$ cat src/rtl/alu_seq.sv
// Registered ALU with start/done handshake, iterative one-bit-per-cycle shifter,
// carry/negative/zero flags and a sticky halt flag set by the stp opcode.
module alu_seq #(
  parameter int W       = 8,
  parameter int SHAMT_W = 4
) (
  input  logic         Clk,
  input  logic         Reset,
  input  logic         start,
  input  logic [2:0]   OP,
  input  logic [W-1:0] input_a,
  input  logic [W-1:0] input_b,
  output logic         busy,
  output logic         done,
  output logic [W-1:0] out,
  output logic         zero,
  output logic         carry,
  output logic         neg,
  output logic         halted
);

  typedef enum logic {IDLE, SHIFT} state_t;

  localparam logic [SHAMT_W-1:0] CNT_ONE = SHAMT_W'(1);

  state_t                      state, state_nxt;
  logic        [W-1:0]         work;
  logic        [SHAMT_W-1:0]   cnt;
  logic                        dir_right;
  logic signed [SHAMT_W-1:0]   amt;
  logic        [SHAMT_W-1:0]   amt_mag;
  logic        [W:0]           sum;
  logic        [W:0]           step;
  logic                        accept;
  logic                        load_shift;
  logic                        done_nxt;
  logic                        halt_nxt;
  logic        [W-1:0]         res_nxt;
  logic                        cy_nxt;

  // One shift position with zero fill; MSB of the result is the bit pushed out.
  function automatic logic [W:0] shift_step(input logic [W-1:0] w, input logic right);
    if (right) shift_step = {w[0], 1'b0, w[W-1:1]};
    else       shift_step = {w[W-1], w[W-2:0], 1'b0};
  endfunction

  assign amt     = signed'(input_b[SHAMT_W-1:0]);
  // Two's-complement magnitude; the most-negative amount maps to 2^(SHAMT_W-1) unsigned.
  assign amt_mag = amt[SHAMT_W-1] ? (~input_b[SHAMT_W-1:0] + CNT_ONE) : input_b[SHAMT_W-1:0];
  assign sum     = {1'b0, input_a} + {1'b0, input_b};
  assign step    = shift_step(work, dir_right);
  assign accept  = start && (state == IDLE) && !halted;
  assign busy    = (state == SHIFT);

  always_comb begin
    state_nxt  = state;
    done_nxt   = 1'b0;
    halt_nxt   = halted;
    res_nxt    = out;
    cy_nxt     = carry;
    load_shift = 1'b0;
    case (state)
      IDLE: begin
        if (accept) begin
          done_nxt = 1'b1;
          cy_nxt   = 1'b0;
          casez (OP)
            3'b000: begin
              res_nxt  = '0;
              halt_nxt = 1'b1;
            end
            3'b001: begin
              if (amt_mag == '0) begin
                res_nxt = input_a;
              end else begin
                done_nxt   = 1'b0;
                cy_nxt     = carry;
                load_shift = 1'b1;
                state_nxt  = SHIFT;
              end
            end
            3'b010: res_nxt = input_a[W-1] ? '0 : W'(1);
            3'b011: res_nxt = ~(input_a | input_b);
            3'b10?: {cy_nxt, res_nxt} = sum;
            default: res_nxt = input_b;
          endcase
        end
      end
      SHIFT: begin
        if (cnt == CNT_ONE) begin
          res_nxt   = step[W-1:0];
          cy_nxt    = step[W];
          done_nxt  = 1'b1;
          state_nxt = IDLE;
        end
      end
      default: state_nxt = IDLE;
    endcase
  end

  // Control and architectural outputs
  always_ff @(posedge Clk) begin
    if (Reset) begin
      state  <= IDLE;
      done   <= 1'b0;
      halted <= 1'b0;
      out    <= '0;
      zero   <= 1'b1;
      carry  <= 1'b0;
      neg    <= 1'b0;
    end else begin
      state  <= state_nxt;
      done   <= done_nxt;
      halted <= halt_nxt;
      if (done_nxt) begin
        out   <= res_nxt;
        zero  <= (res_nxt == '0);
        carry <= cy_nxt;
        neg   <= res_nxt[W-1];
      end
    end
  end

  // Shift working registers; only meaningful while state is SHIFT
  always_ff @(posedge Clk) begin
    if (load_shift) begin
      work      <= input_a;
      cnt       <= amt_mag;
      dir_right <= amt[SHAMT_W-1];
    end else if (state == SHIFT) begin
      work <= step[W-1:0];
      cnt  <= cnt - CNT_ONE;
    end
  end

endmodule

$ cat config.mk
export PLATFORM = sky130hd
export DESIGN_NAME = alu_seq
export DESIGN_NICKNAME = d
export VERILOG_FILES = /design/src/rtl/alu_seq.sv
export SDC_FILE = /design/constraint.sdc
export NUM_CORES = 1
export LEC_CHECK = 0
export BUFFER_PORTS_ARGS = -buffer_cell sky130_fd_sc_hd__buf_2
export CORE_UTILIZATION = 30
export CTS_CLUSTER_SIZE = 28
export DETAILED_ROUTE_END_ITERATION = 12
export GPL_TIMING_DRIVEN = 0
export PLACE_DENSITY = 0.5
export SETUP_SLACK_MARGIN = 0.3
export SKIP_CTS_REPAIR_TIMING = 1
export SYNTH_ARGS = -nofsm -noshare
export SYNTH_HDL_FRONTEND = slang
export SYNTH_SLANG_ARGS = --single-unit
$ cat constraint.sdc
create_clock -name Clk -period 5.6 [get_ports Clk]
set_clock_uncertainty 0.15 [all_clocks]
set_input_delay 0.84 -clock Clk [delete_from_list [all_inputs] [get_ports Clk]]
set_output_delay 0.84 -clock Clk [all_outputs]
set_load 0.01 [all_outputs]
==> After elaboration in Yosys (flattened, before gate mapping) <==
Index checks and enable logic that the tools add are counted.
{ "totals": {"regBits": 27, "latchBits": 0, "mem_bits_rw": 0, "rom_bits": 0, "inputBits": 22, "out_inout_bits": 14, "elab_cells": 62, "n_memories": 0} }
{ "classes": {"n_addsub": 3, "n_mul": 0, "div": 0, "magnitude_cmp": 0, "n_eq_ne": 8, "shift": 0, "n_mux": 28, "n_bitwise": 4, "n_reduce_logical": 9} }
{ "op_table": {"columns": ["op", "count"], "rows": [
  ["8-bit two-way mux", 5],
  ["8-bit one-hot mux with 5 select lines", 1],
  ["8-bit one-hot mux with 2 select lines", 1],
  ["1-bit two-way mux", 13],
  ["4-bit two-way mux", 3],
  ["8-bit by 8-bit adder with 9-bit output", 1],
  ["9-bit two-way mux", 1],
  ["8-bit zero test", 1],
  ["8-bit NOT", 1],
  ["8-bit OR", 1],
  ["1-bit one-hot mux with 2 select lines", 4],
  ["3-bit by 2-bit == test with 1-bit output, second input constant", 2],
  ["4-bit by 1-bit adder with 4-bit output, second input constant", 1],
  ["4-bit by 1-bit == test with 1-bit output, second input constant", 1],
  ["4-bit zero test", 1],
  ["4-bit NOT", 1],
  ["4-bit AND reduction", 1],
  ["4-bit by 1-bit subtractor with 4-bit output, second input constant", 1],
  ["3-bit by 1-bit == test with 1-bit output, second input constant", 1],
  ["3-bit zero test", 1],
  ["3-bit != test, second input constant", 1],
  ["3-bit AND reduction", 1],
  ["2-bit == test, second input constant", 1],
  ["1-bit logical AND", 2],
  ["other kinds (5)", 5]
]} }

==> Logic depth before layout (Yosys ltp) <==
{ "logic_depth": {"word_depth": 9, "mapped_depth": 10} }

==> Worst setup path after synthesis <==
No wires, ideal clock.
{ "synth_path": {"path_type": "input port to flip-flop", "start": "input port input_a[0]", "end": "register zero", "setup_ps": 84, "arrival_ps": 2739, "required_ps": 5366, "setup_slack_ps": 2627, "stages": 10, "path_buffers": 0, "path_cell_list": "ha_1 fa_1 a211oi_1 o21bai_1 a21oi_1 xnor2_1 nand2_1 a221oi_1 a2111oi_2 o31ai_2"} }
{ "synth_via": {"elab_chain_len": 6, "elab_cells_between_ends": 8} }
{ "synth_lines": {"columns": ["item", "line", "rtl"], "rows": [
  ["start, declared", "11", "input logic [W-1:0] input_a,"],
  ["parallel branches: the longest is 2 deep, another holds 8-bit by 8-bit adder with 9-bit output", null, null],
  ["8-bit one-hot mux with 5 select lines *", "67", "casez (OP)"],
  ["8-bit two-way mux *", "64", "if (accept) begin"],
  ["8-bit one-hot mux with 2 select lines *", "62", "case (state)"],
  ["8-bit zero test *", "117", "zero <= (res_nxt == '0);"],
  ["end signal, assigned", "117", null],
  ["end, declared", "16", "output logic zero,"]
]} }
Mark *: on every way between the ends.
A chain may end at the register's enable or synchronous reset.

==> Worst setup path in the final report <==
{ "layout_path": {"start": "input port input_b[0]", "end": "register zero"} }
{ "layout_via": {"elab_chain_len": 9, "elab_cells_between_ends": 16} }
{ "layout_lines": {"columns": ["item", "line", "rtl"], "rows": [
  ["start, declared", "12", "input logic [W-1:0] input_b,"],
  ["4-bit NOT", "49", "assign amt_mag = amt[SHAMT_W-1] ? (~input_b[SHAMT_W-1:0] + CNT_ONE) : input_b[SHAMT_W-1:0];"],
  ["4-bit by 1-bit adder with 4-bit output", "49", null],
  ["4-bit two-way mux", "49", null],
  ["4-bit zero test", "73", "if (amt_mag == '0) begin"],
  ["8-bit two-way mux", "73", null],
  ["8-bit one-hot mux with 5 select lines", "67", null],
  ["8-bit two-way mux", "64", null],
  ["8-bit one-hot mux with 2 select lines", "62", null],
  ["8-bit zero test", "117", null]
]} }
Parallel ways exist; a longest one is shown, timed or not.

==> summary.md <==
| Metric | Value |
|---|---|
| Clock Pin Slew Worst Setup and Hold Paths | `0.09 ns` |
| Die Wd | `~86 um` |
| Unrepaired setup endpoints after global routing | `no` |
| Crit path DAT | `3.31 ns` |
| Yosys reg bits | `26` |
| DRC | `0` |
| Worst-skew pair later-pin latency | `between 0.2 and 0.3 ns` |
| Drt via density | `between 5 and 6` |
| Cells after Synth | `253` |
| Setup TNS | `0 ns` |
| Worst r2r path cells | `8` |
| Sequential fraction of design power | `between 40% and 50%` |
| Core area | `6830 um^2` |
| Syn_nets | `a little under 300` |
| Worst setup EP type | `flop` |
| Status | `finished clean` |
| Hold Path Class | `flop to flop` |
| Gr ovfl total | `0` |
| Top FF cell, synth | `edfxtp_1` |
| Largest net degree at the start of global routing | `15` |
| Routability cong. | `roughly 0.85` |
| H-tree levels | `1` |
| Total power | `roughly 0.47 mW` |
| Final Max Slew Viols | `0` |
| Worst-path fanout max | `9` |
| Largest area contributor in the netlist | `edfxtp_1` |
| Routed Antenna Nets | `0` |
| Number of CTS-inserted buffers | `3` |
| Psw | `between 0.1 and 0.15 mW` |
| # diodes | `0` |
| Synthesized cell area | `~2100 um^2` |
| TritonCTS Sinks | `26` |
| Die Area | `about 7400 um^2` |
| Final Util | `approximately 36%` |
| Async S/R FF share, synth | `0%` |
| Share of cells above drive strength 1 | `17.8%` |
| HPWL after detailed placement | `4.98 mm` |
| Logic pwr share | `30.3%` |
| CTS max path bufs | `2` |
| Yosys Warn Count | `0` |
| Max-cap violations | `0` |
| CTS tree | `built` |
| Fmax | `a little over 300 MHz` |
| Switching portion of total power | `a little under a third` |
| PortBufs | `35` |
| Post-synth EDFFs | `13` |
| Die Ht | `between 80 and 90 um` |
| Drt total wl | `~6.0 mm` |
| Avg WL per Cell | `15.5 um` |
| Yosys cell types | `54` |
| Crit start category | `primary input` |
| FP Rows | `30` |
| Hold Violations, Final | `0` |
| Initial core utilization | `a little under a third` |
| Relative slew slack | `about three fifths` |
| Area fraction of the dominant cell type after synthesis | `a little under a fifth` |
| Setup Viol. Count Final | `0` |
| First-pass GRT wire length | `9.67 mm` |
| P_int | `approximately 0.32 mW` |
| Vias in the first global route | `1872` |
| Antenna violations before repair | `0` |
| GRT Util Overall | `around 17%` |
| CP Class | `primary input to flop` |
| Root Driver | `clkbuf_8` |
| Max VDD drop | `a little under 0.06 mV` |
| Drt initial violations | `roughly 110` |
| CP required | `5.64 ns` |
| Nets | `roughly 340` |
| Top-level I/O count | `36` |
| DRT Pass-1 Iters | `4` |
| LEAKAGE | `1.07 nW` |
| Hold Path Stages | `2` |
| Clock Power Share | `between 20% and 30%` |
| Area growth, synth to finish | `16.0%` |
| Slew @ Worst Pin | `approximately 0.61 ns` |
| Tmin final | `between 3 and 4 ns` |
| Final period utilization | `between 50% and 60%` |
| Vias | `about 2000` |
| Power per Cell Area | `190 nW/um^2` |
| Part of the Yosys area used for sequential elements | `roughly 30%` |
| Largest cells by area after synthesis | `edfxtp_1, dfxtp_1, ha_1` |
| Post-synthesis average cell area | `between 8 and 9 um^2` |
## logic make-up (layout without fill, tap and decap cells)
kind of cell	count (synthesis)	in the layout	synth area share, %
muxes	12	12	5.77
AOI/OAI and AO/OA	72	72	22.8
adders and majority gates	20	20	12.1
buffers and inverters	31	70	5.77
DFF	26	26	30.6
and+or+nand+nor	83	83	19.2
xor gates and xnor gates	9	9	3.71
## Yosys cell counts (all sizes together) (7+ instances only)
master   n
nor2    30
a21oi   24
inv     21
ha      19
nand2   19
o21ai   15
dfxtp   13
edfxtp  13
mux2i   10
clkbuf   7
xnor2    7
## worst max-delay path, cell delays in order
cell and delay, ns:
buf_2 0.21, inv_1 0.11, ha_1 0.29, nand2b_1 0.15, a21o_1 0.20, a21oi_2 0.45, mux2i_1 0.25, o22ai_1 0.10
a221o_1 0.30, nand2b_1 0.19, o31ai_2 0.21
## power groups by stage
stage | clock network [mW] | registers (mW) | logic (mW)
after floorplan | 0 | 0.225 | 0.0909
after detailed placement | 0 | 0.224 | 0.141
after global routing | 0.114 | 0.221 | 0.159
after global placement | 0 | 0.223 | 0.141
after CTS | 0.110 | 0.219 | 0.142
final | 0.107 | 0.219 | 0.142
## state kept, by name, indices dropped and copies added (netlist names)
register   cells
busy           1
dir_right      1
zero           1
out            8
done           1
halted         1
cnt            4
work           8
carry          1
## metrics by stage
step | setup slack (ns) | area (um^2) | hold WS, ns | instances
2_1_floorplan | 2.63 | 2120 | 0.360 | 253
3_3_place_gp | 2.07 | 2420 | 0.320 | 384
3_5_place_dp | 2.08 | 2420 | 0.321 | 384
4_1_cts | 2.35 | 2460 | 0.343 | 388
5_1_grt | 2.15 | 2460 | 0.385 | 388
6_report | 2.33 | 2460 | 0.336 | 388
## path summary, 6_finish.rpt
| path | start | end | slack [ns] |
|---|---|---|---|
| worst max register to register | cnt[1] | zero | 2.96 |
| worst min-delay path | zero | zero | 0.34 |
| worst max-delay path | input_b[0] | zero | 2.33 |
| worst min register to register | zero | zero | 0.34 |
## cell usage in the layout, fill, tap and decap left out, types with 6 or more instances in the layout
master / count
nor3_1: 6
ha_1: 19
mux2i_1: 10
inv_1: 21
edfxtp_1: 13
a21oi_1: 23
buf_2: 37
clkbuf_1: 8
nand2_1: 18
nor2_1: 30
dfxtp_1: 13
xnor2_1: 7
nand2b_1: 6
o21ai_0: 13
## final cells by class
| type | instances | area (um^2) |
|---|---|---|
| Fill cell | 763 | 4370 |
| Multi-Input combinational cell | 196 | 1350 |
| Sequential cell | 26 | 651 |
| Timing Repair Buffer | 35 | 175 |
| Tap cell | 96 | 120 |
| Inverter | 21 | 78.8 |
| Clock buffer | 4 | 45.0 |
| Buffer | 10 | 43.8 |
## per-layer routing
metal,vias to the layer above,track usage (%),share of wire [%]
met3,11,0.577,1.8
met1,930,23.3,50
li1,978,-,-
met4,0,5.00,1.9
met5,-,0,0
met2,36,28.1,47
No activity file was read; power rests on OpenSTA's default activity.
